**src/rtl/rr_arbiter_8.sv**
```systemverilog
// Eight-requester round-robin arbiter with hold-until-release and a timeout-forced revoke.
// Latency: a request sampled in IDLE is granted at that edge; all outputs are registered.
// Backpressure: the owner keeps the grant until done, its request drops, or TIMEOUT cycles elapse.
module rr_arbiter_8 #(
  parameter int TIMEOUT = 16
) (
  input  logic       clk,
  input  logic       rst,
  input  logic [7:0] req,
  input  logic       done,
  output logic [7:0] gnt,
  output logic [2:0] gnt_id,
  output logic       gnt_valid,
  output logic       timeout
);

  localparam logic [0:0] IDLE  = 1'b0;
  localparam logic [0:0] GRANT = 1'b1;

  // Counter value at the last permitted grant cycle; irrelevant when the timeout is disabled.
  localparam logic [7:0] CNT_LAST = 8'(TIMEOUT - 1);
  localparam logic       TO_EN    = (TIMEOUT != 0);

  logic [0:0] state;
  logic [2:0] last;
  logic [7:0] cnt;

  logic [2:0] win;
  logic       win_vld;
  logic       release_hit;
  logic       timeout_hit;

  // Rotating-priority search: first set request starting just after the last winner.
  always_comb begin
    win     = 3'd0;
    win_vld = 1'b0;
    for (int k = 1; k <= 8; k++) begin
      if (!win_vld && req[last + 3'(k)]) begin
        win     = last + 3'(k);
        win_vld = 1'b1;
      end
    end
  end

  // Release by the owner takes precedence over a coincident timeout.
  always_comb begin
    release_hit = done || !req[gnt_id];
    timeout_hit = TO_EN && (cnt == CNT_LAST);
  end

  // Grant state machine: IDLE picks a winner, GRANT holds until release or timeout.
  always_ff @(posedge clk) begin
    if (rst) begin
      state     <= IDLE;
      gnt       <= 8'h00;
      gnt_id    <= 3'd0;
      gnt_valid <= 1'b0;
      timeout   <= 1'b0;
      last      <= 3'd7;
      cnt       <= 8'd0;
    end else begin
      timeout <= 1'b0;
      case (state)
        IDLE: begin
          if (win_vld) begin
            state     <= GRANT;
            gnt       <= 8'd1 << win;
            gnt_id    <= win;
            gnt_valid <= 1'b1;
            last      <= win;
            cnt       <= 8'd0;
          end
        end
        GRANT: begin
          if (release_hit) begin
            state     <= IDLE;
            gnt       <= 8'h00;
            gnt_id    <= 3'd0;
            gnt_valid <= 1'b0;
          end else if (timeout_hit) begin
            state     <= IDLE;
            gnt       <= 8'h00;
            gnt_id    <= 3'd0;
            gnt_valid <= 1'b0;
            timeout   <= 1'b1;
          end else if (cnt != 8'hFF) begin
            cnt <= cnt + 8'd1;
          end
        end
        default: begin
          state     <= IDLE;
          gnt       <= 8'h00;
          gnt_id    <= 3'd0;
          gnt_valid <= 1'b0;
        end
      endcase
    end
  end

endmodule

```
**config.mk**
```make
export PLATFORM = sky130hd
export DESIGN_NAME = rr_arbiter_8
export DESIGN_NICKNAME = d
export VERILOG_FILES = /design/src/rtl/rr_arbiter_8.sv
export SDC_FILE = /design/constraint.sdc
export NUM_CORES = 1
export LEC_CHECK = 0
export ABC_AREA = 1
export CELL_PAD_IN_SITES_DETAIL_PLACEMENT = 0
export CELL_PAD_IN_SITES_GLOBAL_PLACEMENT = 1
export CORE_MARGIN = 10
export CORE_UTILIZATION = 35
export CTS_BUF_LIST = sky130_fd_sc_hd__clkbuf_4 sky130_fd_sc_hd__clkbuf_8
export DETAILED_ROUTE_END_ITERATION = 16
export GPL_ROUTABILITY_DRIVEN = 0
export GPL_TIMING_DRIVEN = 0
export HOLD_SLACK_MARGIN = 0.15
export PLACE_DENSITY_LB_ADDON = 0.1
export RECOVER_POWER = 25
export SYNTH_ARGS = -nofsm -noshare
export SYNTH_HDL_FRONTEND = slang
export SYNTH_SLANG_ARGS = --single-unit
```
**constraint.sdc**
```tcl
create_clock -name clk -period 2.3 [get_ports clk]
set_clock_uncertainty 0.15 [all_clocks]
set_input_delay 0.46 -clock clk [delete_from_list [all_inputs] [get_ports clk]]
set_output_delay 0.46 -clock clk [all_outputs]
set_load 0.005 [all_outputs]
```
## After elaboration in Yosys (flattened, before gate mapping)

Index checks and enable logic that the tools add are counted.

| operators by class | value |
|---|---|
| shifts and indexed selects | 1 |
| $lt $le $gt $ge | 9 |
| add/sub/neg operators | 8 |
| equality and inequality tests | 7 |
| mux-type cells | 56 |
| bitwise logic cells | 1 |
| reduce and logical (&&, ||, !) cells | 20 |

Operators by type and width:

| operator | count |
|---|---|
| 2-to-1 mux 8 bit | 7 |
| < comparator 3 x 4 -> 1 bit (second input constant) | 9 |
| 2-to-1 mux 3 bit | 11 |
| one-hot mux 8 bit (2 select lines) | 2 |
| binary-select mux 1 bit (select 3 bit) | 9 |
| 2-to-1 mux 1 bit | 24 |
| adder 3 bit (second input constant) | 4 |
| adder 8 x 1 -> 8 bit (second input constant) | 1 |
| == test 8 x 4 -> 1 bit (second input constant) | 1 |
| zero test 1 bit | 8 |
| != test 8 bit (second input constant) | 1 |
| << shifter 1 x 3 -> 8 bit (first input constant) | 1 |
| logical AND 1 bit | 7 |
| adder 3 x 2 -> 3 bit (second input constant) | 2 |
| != test 2 bit (second input constant) | 3 |
| one-hot mux 3 bit (2 select lines) | 1 |
| one-hot mux 1 bit (2 select lines) | 2 |
| AND reduction 2 bit | 2 |
| AND reduction 4 bit | 1 |
| adder 3 x 1 -> 3 bit (second input constant) | 1 |
| != test 3 x 1 -> 1 bit (second input constant) | 1 |
| OR reduction 3 bit | 1 |
| != test 2 x 1 -> 1 bit (second input constant) | 1 |
| logical OR 1 bit | 1 |
| inverter 1 bit | 1 |

| storage, ports and cells | value |
|---|---|
| output and inout bits | 13 |
| word-level logic and storage cells | 109 |
| bits of input ports | 11 |
| register bits after elaboration | 25 |

## Depth between registers and ports, before layout

Gate-level depths: netlist of run 1.

| logic depth | value |
|---|---|
| depth after elaboration | 28 |
| depth in mapped cells | 19 |
| depth with buffers taken out | 17 |

## Worst setup path before layout of run 1

OpenSTA, ideal clock, no wires.

| timing path | value |
|---|---|
| path kind | register to register |
| start | reg last[1] |
| end | reg gnt_id[1] |
| slack | -0.238 ns |
| data required time | 2.082 ns |
| stages on the path, launching flop included | 17 |
| path buffers | 3 |
| arrival | 2.320 ns |
| cells stage by stage | dfxtp_1 > buf_6 > inv_2 > ha_1 > buf_6 > inv_2 > nand3_1 > nand2_1 > nand2_1 > nand2_2 > nand4_4 > nor2_8 > nand3_4 > o21ai_4 > buf_8 > nand2_2 > a21oi_2 |

| between the ends | value |
|---|---|
| longest elaborated chain between the ends | 27 |
| elaborated cells between the ends (all ways) | 57 |

RTL lines:

| element | RTL line | text |
|---|---|---|
| start: declaration | 25 | `logic [2:0] last;` |
| start signal: assignment | 70 | `last <= win;` |
| adder 3 x 1 -> 3 bit | 38, 39 |  |
| binary-select mux 1 bit (select 3 bit) | 38 | `if (!win_vld && req[last + 3'(k)]) begin` |
| 2-to-1 mux 1 bit (not written as such) | 38 |  |
| 2-to-1 mux 1 bit | 38 |  |
| zero test 1 bit | 38 |  |
| logical AND 1 bit | 38 |  |
| 2-to-1 mux 1 bit | 38 |  |
| zero test 1 bit | 38 |  |
| [11 not listed] | -- |  |
| zero test 1 bit | 38 |  |
| logical AND 1 bit | 38 |  |
| 2-to-1 mux 1 bit | 38 |  |
| zero test 1 bit | 38 |  |
| logical AND 1 bit | 38 |  |
| 2-to-1 mux 3 bit / 2-to-1 mux 1 bit (equally long branches) | 38 |  |
| 2-to-1 mux 3 bit / != test 2 bit (equally long branches) | -- |  |
| one-hot mux 3 bit (2 select lines) / AND reduction 2 bit (equally long branches) | -- |  |
| end signal: assignment | 68 | `gnt_id <= win;` |
| end: declaration | 12 | `output logic [2:0] gnt_id,` |

Parallel ways exist; a longest one is shown, timed or not. The select of a mux whose other input is x is not followed.
A chain may end at the register's enable or synchronous reset.

## Final worst setup path of run 1

| timing path | value |
|---|---|
| start | reg last[1] |
| end | reg gnt[2] |

| between the ends | value |
|---|---|
| longest elaborated chain between the ends | 28 |
| elaborated cells between the ends (all ways) | 58 |

RTL lines:

| element | RTL line | text |
|---|---|---|
| adder 3 x 1 -> 3 bit | 38, 39 |  |
| binary-select mux 1 bit (select 3 bit) | 38 |  |
| 2-to-1 mux 1 bit (not written as such) | 38 |  |
| 2-to-1 mux 1 bit | 38 |  |
| zero test 1 bit | 38 |  |
| logical AND 1 bit | 38 |  |
| 2-to-1 mux 1 bit | 38 |  |
| zero test 1 bit | 38 |  |
| [12 not listed] | -- |  |
| logical AND 1 bit | 38 |  |
| 2-to-1 mux 1 bit | 38 |  |
| zero test 1 bit | 38 |  |
| logical AND 1 bit | 38 |  |
| 2-to-1 mux 3 bit | 38 |  |
| << shifter 1 x 3 -> 8 bit | 67 | `gnt <= 8'd1 << win;` |
| 2-to-1 mux 8 bit | 65 | `if (win_vld) begin` |
| one-hot mux 8 bit (2 select lines) | 63 | `case (state)` |
| end signal: assignment | 67 |  |
| end: declaration | 11 | `output logic [7:0] gnt,` |

Parallel ways exist; a longest one is shown, timed or not. The select of a mux whose other input is x is not followed.

==> flow_summary.ini, run 1 <==
[grt]
grt_pass1_vias = 1976
grt_max_degree = 15
grt_overflow = 0
grt_pass1_wl_mm = 9.33
antenna_found_initial = 0
grtUsageTotal_pct = 11.4

[floorplanning]
dieHeight_um = 97.5
rows = 28
fp.dieArea_um2 = 9510
fp.dieW_um = 97.5
initial_core_util_pct = 35.7
coreArea_um2 = 5890
io_pins = 24

[sta]
finalCritPeriodShare_pct = 107
hold_ws_ns = 0.316
rsz0062_at_grt = true
hold_viol = 0
drv_slew = 0
max_freq_mhz = 407
max_slew.worst_pin.slew_ns = 0.609
setup-violations-final = 23
min_period_ns = 2.46
worst_slack_ns = -0.156
relSlewSlack_pct = 59.4

[critical_path]
worstPathArrival_ns = 2.44
worst_r2r_path_depth = 15
cp_max_fo = 7
critPathKind = reg -> reg
start_kind = flop
cp.required_ns = 2.29
endpoint_kind = flop

[place]
numPortBuffers = 22
place.detailed.hpwl_mm = 4.40
placed_area_um2 = 2490

[power_and_ir_drop]
powerDensity_nw_per_um2 = 1700
comb_power_share_pct = 81.8
p_seq_share_pct = 12.8
p_switching_mw = 2.73
p_total_mw = 4.90
leakage_nw = 1.19
ir_drop_uv = 724
clock_power_share_pct = 5.4
switching_share_pct = 55.7
p_int_mw = 2.17

[clock_network]
cts_buffers = 3
clk_path_buf_depth = 2
cts_tree = done
cts.reportedPaths.clkPinSlew_ns = 0.09
cts_htree_levels = 1
cts_sinks = 25
clk_latency_ns = 0.27
clock-root-buffer = clkbuf_8

[drt]
dr.pass1.iters = 4
wl_mm = 5.54
vias = 2033
vias_per_cell = 4.91
detail-route-antenna-nets = 0
drtIter0Drc = 73
wl_per_cell_um = 13.4
route.detailed.drc = 0

[outcome]
violations = negative setup slack
status = complete, but fails checks

[logic_synthesis]
ys_types = 41
synth_seq_cells = 25
synth_warnings = 0
netlist_area_um2 = 2100
syn_inst = 303
syn-num-nets = 317
avgSynthCellArea_um2 = 6.94
yosysSeqAreaShare_pct = 23.8

[cells_and_area]
mostFrequentLayoutCells = nand2_1 (63), nand2_2 (26), nand3_1 (25)
layout_commonest_cell = nand2_1
nets = 354
antenna_cells = 0
drive_gt1_share_pct = 36.9
syn_to_final_growth_pct = 37.4
design_area_um2 = 2890

[hold_path]
hold_depth = 2
hold_path.class = reg -> reg

[flow_run]
max-cap-violations = 0
metrics by stage:
step / TNS, ns / util [%] / instances / setup WS, ns
after floorplan: -0.973 / - / 303 / -0.0819
after global placement: -10.72 / 42.3 / 400 / -0.520
after detailed placement: -10.73 / 42.3 / 400 / -0.520
after CTS: -3.49 / 46.7 / 412 / -0.200
after global routing: -5.94 / 49.1 / 414 / -0.298
final: -2.80 / 49.1 / 414 / -0.156
cell usage after synthesis (all sizes together):
| cell | n | area [um^2] |
|---|---|---|
| clkbuf | 2 | 7.51 |
| xnor2 | 3 | 26.3 |
| mux2i | 1 | 10.0 |
| o22ai | 1 | 6.26 |
| inv | 31 | 119 |
| clkinv | 1 | 5.00 |
| nand4 | 10 | 77.6 |
| o211ai | 3 | 22.5 |
| o21bai | 1 | 18.8 |
| o21ai | 5 | 36.3 |
| and2 | 1 | 6.26 |
| a21boi | 1 | 7.51 |
| and3 | 1 | 6.26 |
| xor2 | 4 | 61.3 |
| nand3 | 48 | 298 |
| buf | 5 | 56.3 |
| a31oi | 1 | 21.3 |
| a21oi | 23 | 153 |
| nor2 | 30 | 158 |
| nor3 | 7 | 45.0 |
| nor3b | 1 | 7.51 |
| dfxtp | 25 | 500 |
| ha | 3 | 37.5 |
| nand2 | 95 | 417 |
final cells by class:
class / count / area [um^2]
repair buffers: 33 / 312
clock buffers: 3 / 41.3
inverters: 32 / 163
multi-input cells: 239 / 1710
fillers: 591 / 3000
clock inverters: 1 / 5.00
plain buffers: 6 / 61.3
flip-flops and latches: 25 / 505
well taps: 75 / 93.8
worst paths after layout:
check	from	endpoint	slack (ns)
setup / recovery	last[1]$_SDFFE_PP1P_	gnt[2]$_SDFFE_PP0P_	-0.16
setup reg to reg	last[1]$_SDFFE_PP1P_	gnt[2]$_SDFFE_PP0P_	-0.16
hold reg to reg	gnt_valid$_SDFFE_PP0P_	gnt_valid$_SDFFE_PP0P_	0.32
hold / removal	gnt_valid$_SDFFE_PP0P_	gnt_valid$_SDFFE_PP0P_	0.32
timing repair:
item                                    in CTS  in global routing
cloned                                       0                  0
endpoints found under the setup margin      24                 24
hold buffers                                 0                  0
buffers inserted                             9                  2
pin swaps                                   26                 13
resized for setup                           40                 31
metal layers:
layer / global-route usage, % / part of all wire (%) / vias up
met1: 15.2 / 51 / 938
met5: 0 / 0 / -
li1: - / - / 1077
met2: 18.6 / 46 / 16
met4: 2.24 / 0.36 / 0
met3: 2.06 / 2.2 / 2
power by group through the flow:
stage          Combinational (mW)  Sequential, mW  Clock, mW
3_5_place_dp                 3.06           0.628          0
3_3_place_gp                 3.06           0.628          0
4_1_cts                      3.59           0.625      0.278
6_report                     4.01           0.627      0.265
5_1_grt                      4.40           0.642      0.292
2_1_floorplan                2.34           0.626          0
registers in the layout, summed over array words and instances, names as in the netlist:
register,cells
cnt,8
state,1
last,3
gnt_id,3
gnt,8
gnt_valid,1
timeout,1
critical path, cell delays in order (launching register included):
cell	delay (ns)
dfxtp_2	0.36
buf_12	0.12
inv_12	0.03
ha_4	0.35
nand3_4	0.10
nand2_1	0.12
nand2_2	0.07
nand2_4	0.11
nand4_4	0.14
nor2_8	0.18
buf_4	0.12
nand4_1	0.12
nand2_4	0.16
inv_2	0.06
nand3_2	0.07
a21oi_2	0.05
kinds of logic after synthesis:
logic type / after synthesis / share of synthesized area (%)
muxes: 1 / 0.476
and+or+nand+nor: 193 / 48.2
xor gates and xnor gates: 7 / 4.16
buffers and inverters: 39 / 8.92
AOI/OAI and AO/OA: 35 / 12.6
adders and majority gates: 3 / 1.78
DFF: 25 / 23.8
Note: power is estimated with default switching activity, not from simulation.
==> inputs of run 2 (changes only) <==
--- a/config.mk
+++ b/config.mk
@@ -8,7 +8,6 @@
 export ABC_AREA = 1
 export CELL_PAD_IN_SITES_DETAIL_PLACEMENT = 0
 export CELL_PAD_IN_SITES_GLOBAL_PLACEMENT = 1
-export CORE_MARGIN = 10
 export CORE_UTILIZATION = 35
 export CTS_BUF_LIST = sky130_fd_sc_hd__clkbuf_4 sky130_fd_sc_hd__clkbuf_8
 export DETAILED_ROUTE_END_ITERATION = 16
==> run 2 against run 1 <==
Against the previous run: largest cell class unchanged; die area shrank 34%; the flow still finishes with violations (negative setup slack); highest routed layer unchanged; utilization up 2.6 points; sequential power barely moved; final cell count up 1.2%; global-route usage grew 7.1 points; register-to-register slack worse by 0.08 ns.
==> flow_summary.ini, run 2 (synthesized netlist as in run 1, its figures left out) <==
[outcome]
status = complete, but fails checks
violations = negative setup slack

[hold_path]
holdPathEnd = gnt[2]$_SDFFE_PP0P_
hold_path.class = reg -> reg
worstHoldStart = gnt[2]$_SDFFE_PP0P_
hold_depth = 2

[power_and_ir_drop]
switching_share_pct = 55.0
comb_power_share_pct = 81.8
powerDensity_nw_per_um2 = 1700
p_seq_share_pct = 12.7
clock_power_share_pct = 5.5
p_int_mw = 2.23
leakage_nw = 1.20
ir_drop_uv = 1050
p_switching_mw = 2.72
p_total_mw = 4.95

[sta]
drv_slew = 0
hold_ws_ns = 0.318
setup-violations-final = 23
max_freq_mhz = 394
hold_viol = 0
min_period_ns = 2.54
worst_slack_ns = -0.237
finalCritPeriodShare_pct = 110
relSlewSlack_pct = 61.2
max_slew.worst_pin.slew_ns = 0.583
rsz0062_at_grt = true

[cells_and_area]
syn_to_final_growth_pct = 38.7
layout_commonest_cell = nand2_1
nets = 362
mostFrequentLayoutCells = nand2_1 (62), nand3_1 (28), nand2_2 (26)
final_util_pct = 51.7
drive_gt1_share_pct = 36.9
final.fill_count = 555
largestRegisters = cnt x8, gnt x8
antenna_cells = 0

[drt]
vias = 2096
vias_per_cell = 5.00
dr.pass1.iters = 6
drtIter0Drc = 56
route.detailed.drc = 0
wl_per_cell_um = 13.2
wl_mm = 5.52
detail-route-antenna-nets = 0

[clock_network]
clk_path_buf_depth = 2
clk_latency_ns = 0.28
cts.reportedPaths.clkPinSlew_ns = 0.10
cts_sinks = 25
hold_buffers = 0
cts_tree = done
cts_buffers = 3
clock-root-buffer = clkbuf_8
cts_htree_levels = 1

[critical_path]
rrSetupSlack_ns = -0.24
critPathKind = reg -> reg
start_kind = flop
timing.critical_path.buf_inv = 2
path_cells = buf_12, inv_12, ha_4, nand3_4, nand3_4, nand2_4, nor2_8, nand4_4, nor2_8, nand3_4, nand2_4, nand2_8, and3_1, nor3_2
critPathMaxStageDelay_ns = 0.37
worstPathArrival_ns = 2.59
cp_max_fo = 10
cp.required_ns = 2.35
worst_r2r_path_depth = 14
reg2reg_to = cnt[6]$_SDFFE_PP0P_
r2r_start = last[1]$_SDFFE_PP1P_
crit_top_cell = nand3_4
crit_slowest_cell = dfxtp_2
endpoint_kind = flop
path_delay_family = simple AND/OR/NAND/NOR gates

[floorplanning]
initial_core_util_pct = 37.3
fp.dieW_um = 79.5
fp.dieArea_um2 = 6320
coreArea_um2 = 5640
io_pins = 24
rows = 27
dieHeight_um = 79.5

[grt]
grtUsageTotal_pct = 18.6
antenna_found_initial = 0
grt_max_degree = 16
grt_overflow = 0
grt_pass1_wl_mm = 9.30
grt_pass1_vias = 2006

[flow_run]
max-cap-violations = 0

[place]
place.detailed.hpwl_mm = 4.21
numPortBuffers = 22
-- run 2: final cells by class --
cell class,count,area (um^2),share of cell area [%]
repair buffers,42,382,13.1
inverters,32,160,5.49
flip-flops and latches,25,505,17.3
plain buffers,5,46.3,1.59
clock inverters,1,7.51,0.257
clock buffers,3,41.3,1.42
multi-input cells,239,1680,57.7
well taps,72,90.1,3.09
-- run 2: how the worst max path moves through the flow --
stage | startpoint | cells past startpoint | to
floorplan | last[1]$_SDFFE_PP1P_ | 16 | gnt_id[0]$_SDFFE_PP0P_
global placement | req[5] | 14 | gnt[6]$_SDFFE_PP0P_
detailed placement | req[5] | 15 | gnt[2]$_SDFFE_PP0P_
CTS | last[1]$_SDFFE_PP1P_ | 15 | gnt[6]$_SDFFE_PP0P_
global route | last[1]$_SDFFE_PP1P_ | 18 | gnt[4]$_SDFFE_PP0P_
finish | last[1]$_SDFFE_PP1P_ | 14 | cnt[6]$_SDFFE_PP0P_
-- run 2: routing by layer --
| metal | wire, um | part of all wire, % | GRT usage (%) |
|---|---|---|---|
| met4 | 44 | 0.80 | 2.55 |
| met1 | 2870 | 52 | 26.7 |
| met5 | 0 | 0 | 0 |
| met2 | 2460 | 44 | 29.2 |
| met3 | 154 | 2.8 | 3.31 |
-- run 2: stage by stage --
step	setup TNS [ns]	cell area [um^2]	instances	setup WS, ns
after CTS	-4.11	2820	416	-0.232
final	-4.64	2920	419	-0.237
after detailed placement	-10.81	2490	397	-0.523
after floorplan	-0.973	2180	303	-0.0819
after global placement	-10.42	2490	397	-0.513
after global routing	-7.95	2920	419	-0.373
-- run 2: timing repair --
action | 4_1_cts | 5_1_grt
endpoints found under the hold margin | 0 | 0
pin swaps | 26 | 27
buffers inserted | 15 | 5
setup endpoints to repair | 24 | 24
cloned | 1 | 0
resized for setup | 39 | 25
-- run 2: worst reg2reg max path, stage by stage, from the launching register on --
cell and delay, ns:
dfxtp_2 0.37, buf_12 0.12, inv_12 0.03, ha_4 0.37, nand3_4 0.12, nand3_4 0.11
nand2_4 0.09, nor2_8 0.12, nand4_4 0.14, nor2_8 0.19, nand3_4 0.11, nand2_4 0.17
nand2_8 0.11, and3_1 0.17, nor3_2 0.09
-- run 2: power by group through the flow --
stage                     Sequential [mW]  Clock (mW)  Combinational, mW
after global routing                0.644       0.296               4.46
final                               0.627       0.273               4.05
after detailed placement            0.628           0               3.06
after global placement              0.630           0               3.06
after CTS                           0.626       0.282               3.70
after floorplan                     0.626           0               2.34
==> inputs of run 3 (changes only) <==
--- a/config.mk
+++ b/config.mk
@@ -8,6 +8,7 @@
 export ABC_AREA = 1
 export CELL_PAD_IN_SITES_DETAIL_PLACEMENT = 0
 export CELL_PAD_IN_SITES_GLOBAL_PLACEMENT = 1
+export CORE_ASPECT_RATIO = 0.7
 export CORE_UTILIZATION = 35
 export CTS_BUF_LIST = sky130_fd_sc_hd__clkbuf_4 sky130_fd_sc_hd__clkbuf_8
 export DETAILED_ROUTE_END_ITERATION = 16
@@ -16,6 +17,7 @@
 export HOLD_SLACK_MARGIN = 0.15
 export PLACE_DENSITY_LB_ADDON = 0.1
 export RECOVER_POWER = 25
+export REMOVE_ABC_BUFFERS = 1
 export SYNTH_ARGS = -nofsm -noshare
 export SYNTH_HDL_FRONTEND = slang
 export SYNTH_SLANG_ARGS = --single-unit
==> run 3 against run 2 <==
Against the previous run: the run still ends with negative setup slack left; worst setup slack better by 0.057 ns; first-iteration DRC count is 21% higher; die area hardly changed; final cell count is 1.7% higher; critical path type unchanged; combinational power is 7.7% higher; non-clock buffer count is 4 higher; via count is 2.2% higher; register-to-register slack better by 0.06 ns; utilization is 2.2 points higher; sequential share of layout area is 0.92 points lower.
==> flow_summary.ini, run 3 (synthesized netlist as in run 1, its figures left out) <==
[outcome]
status = complete, but fails checks
violations = negative setup slack

[clock_network]
cts.reportedPaths.clkPinSlew_ns = 0.09
cts_sinks = 25
cts_buffers = 3
clock-root-buffer = clkbuf_8
cts_htree_levels = 1
clk_latency_ns = 0.27
cts_tree = done
clk_path_buf_depth = 2

[grt]
grtUsageMet3_pct = 3.31
grt_overflow = 0
use_met1_pct = 30.7
grt_pass1_wl_mm = 9.98
busiest_layer = met2
grtUsageTotal_pct = 20.5
antenna_found_initial = 0
met2_usage_pct = 31.2
grt_max_degree = 19
grt_pass1_vias = 2041

[cells_and_area]
antenna_cells = 0
drive_gt1_share_pct = 43.9
nets = 366
final_util_pct = 53.9
layout_commonest_cell = nand2_1
final.fill_count = 556
mostFrequentLayoutCells = nand2_1 (48), nand2_2 (36), nand3_1 (25)
fin_cells = 426
largestRegisters = cnt x8, gnt x8
register_area_um2 = 509
multiInputGateArea_um2 = 1810
syn_to_final_growth_pct = 47.5

[sta]
worst_slack_ns = -0.180
drv_slew = 0
max_slew.worst_pin.slew_ns = 0.928
min_period_ns = 2.48
setup-violations-final = 24
max_freq_mhz = 403
rsz0062_at_grt = true
relSlewSlack_pct = 37.9
hold_viol = 0
finalCritPeriodShare_pct = 108
fin_tns_setup_ns = -3.15
hold_ws_ns = 0.318

[flow_run]
max-cap-violations = 0

[floorplanning]
io_pins = 24
fp.dieArea_um2 = 6330
initial_core_util_pct = 36.5
fp.dieW_um = 94.7
dieHeight_um = 66.9
coreArea_um2 = 5760
rows = 23

[critical_path]
start_kind = flop
worst_r2r_path_depth = 13
cp_max_fo = 6
endpoint_kind = flop
rrSetupSlack_ns = -0.18
critPathKind = reg -> reg
cp.required_ns = 2.34
worstPathArrival_ns = 2.52

[power_and_ir_drop]
powerDensity_nw_per_um2 = 1720
p_seq_share_pct = 13.0
p_total_mw = 5.32
clock_power_share_pct = 5.2
p_int_mw = 2.42
comb_power_share_pct = 81.9
leakage_nw = 1.32
p_switching_mw = 2.90
switching_share_pct = 54.5
ir_drop_uv = 749

[place]
place.detailed.hpwl_mm = 4.14
dp_cells = 394
numPortBuffers = 23

[drt]
wl_mm = 6.09
vias = 2143
dr.pass1.iters = 7
vias_per_cell = 5.03
route.detailed.drc = 0
detail-route-antenna-nets = 0
drtIter0Drc = 68
wl_per_cell_um = 14.3

[hold_path]
hold_path.class = reg -> reg
hold_depth = 2
-- run 3: cell types whose count changed in the layout (fill, tap and decap cells not counted), moves of 3 or more --
cell	previous run	this run
a21oi_1	11	8
a21oi_2	12	15
buf_4	18	22
clkdlybuf4s50_1	19	12
dlygate4sd2_1	0	7
nand2_1	62	48
nand2_2	26	36
nand3_1	28	25
-- run 3: power groups by stage --
stage          Sequential (mW)  Clock (mW)  Combinational [mW]
2_1_floorplan            0.683           0                2.10
3_3_place_gp             0.711           0                2.78
3_5_place_dp             0.709           0                2.77
4_1_cts                  0.680       0.282                3.81
5_1_grt                  0.707       0.310                4.73
6_report                 0.690       0.276                4.36
-- run 3: per-layer routing --
layer | up-vias | share of wire [%] | wire (um)
met5 | - | 0 | 0
met1 | 992 | 54 | 3270
met4 | 0 | 0.61 | 37
met2 | 40 | 43 | 2620
li1 | 1107 | - | -
met3 | 4 | 2.7 | 163
-- run 3: worst max-delay path: stages (launching register included) --
cell and delay, ns:
dfxtp_4 0.41, inv_8 0.04, ha_4 0.36, nand3_4 0.12, nand3_4 0.13, nand2_8 0.08, nor2_8 0.13, nand4_4 0.13
nor2_8 0.16, nand3_4 0.13, o21ai_4 0.19, buf_6 0.16, nand2_1 0.06, a21oi_1 0.13
-- run 3: area by class of cell --
type / count / area share, %
tap: 75 / 3.02
sequential: 25 / 16.4
inverter: 32 / 5.16
multi-input combinational: 239 / 58.2
clock buffer: 4 / 1.57
timing repair buffer: 51 / 15.6
-- run 3: worst paths after layout --
| path | startpoint | end |
|---|---|---|
| worst min-delay path | gnt[6]$_SDFFE_PP0P_ | gnt[6]$_SDFFE_PP0P_ |
| worst max-delay path | last[0]$_SDFFE_PP1P_ | gnt[7]$_SDFFE_PP0P_ |
| worst min register to register | gnt[6]$_SDFFE_PP0P_ | gnt[6]$_SDFFE_PP0P_ |
| worst max register to register | last[0]$_SDFFE_PP1P_ | gnt[7]$_SDFFE_PP0P_ |
-- run 3: per-stage QoR --
| stage | instance area, um^2 | setup slack, ns |
|---|---|---|
| finish | 3100 | -0.180 |
| global route | 3100 | -0.309 |
| detailed placement | 2360 | -1.16 |
| floorplan | 2040 | -0.489 |
| CTS | 2930 | -0.119 |
| global placement | 2360 | -1.20 |
-- run 3: what timing repair did --
| action | CTS | global route |
|---|---|---|
| endpoints found under the setup margin | 24 | 24 |
| buffers inserted | 25 | 2 |
| hold buffers | 0 | 0 |
| gates cloned | 1 | 0 |
| hold endpoints to repair | 0 | 0 |
| pin swaps | 25 | 33 |
| resized for setup | 82 | 42 |
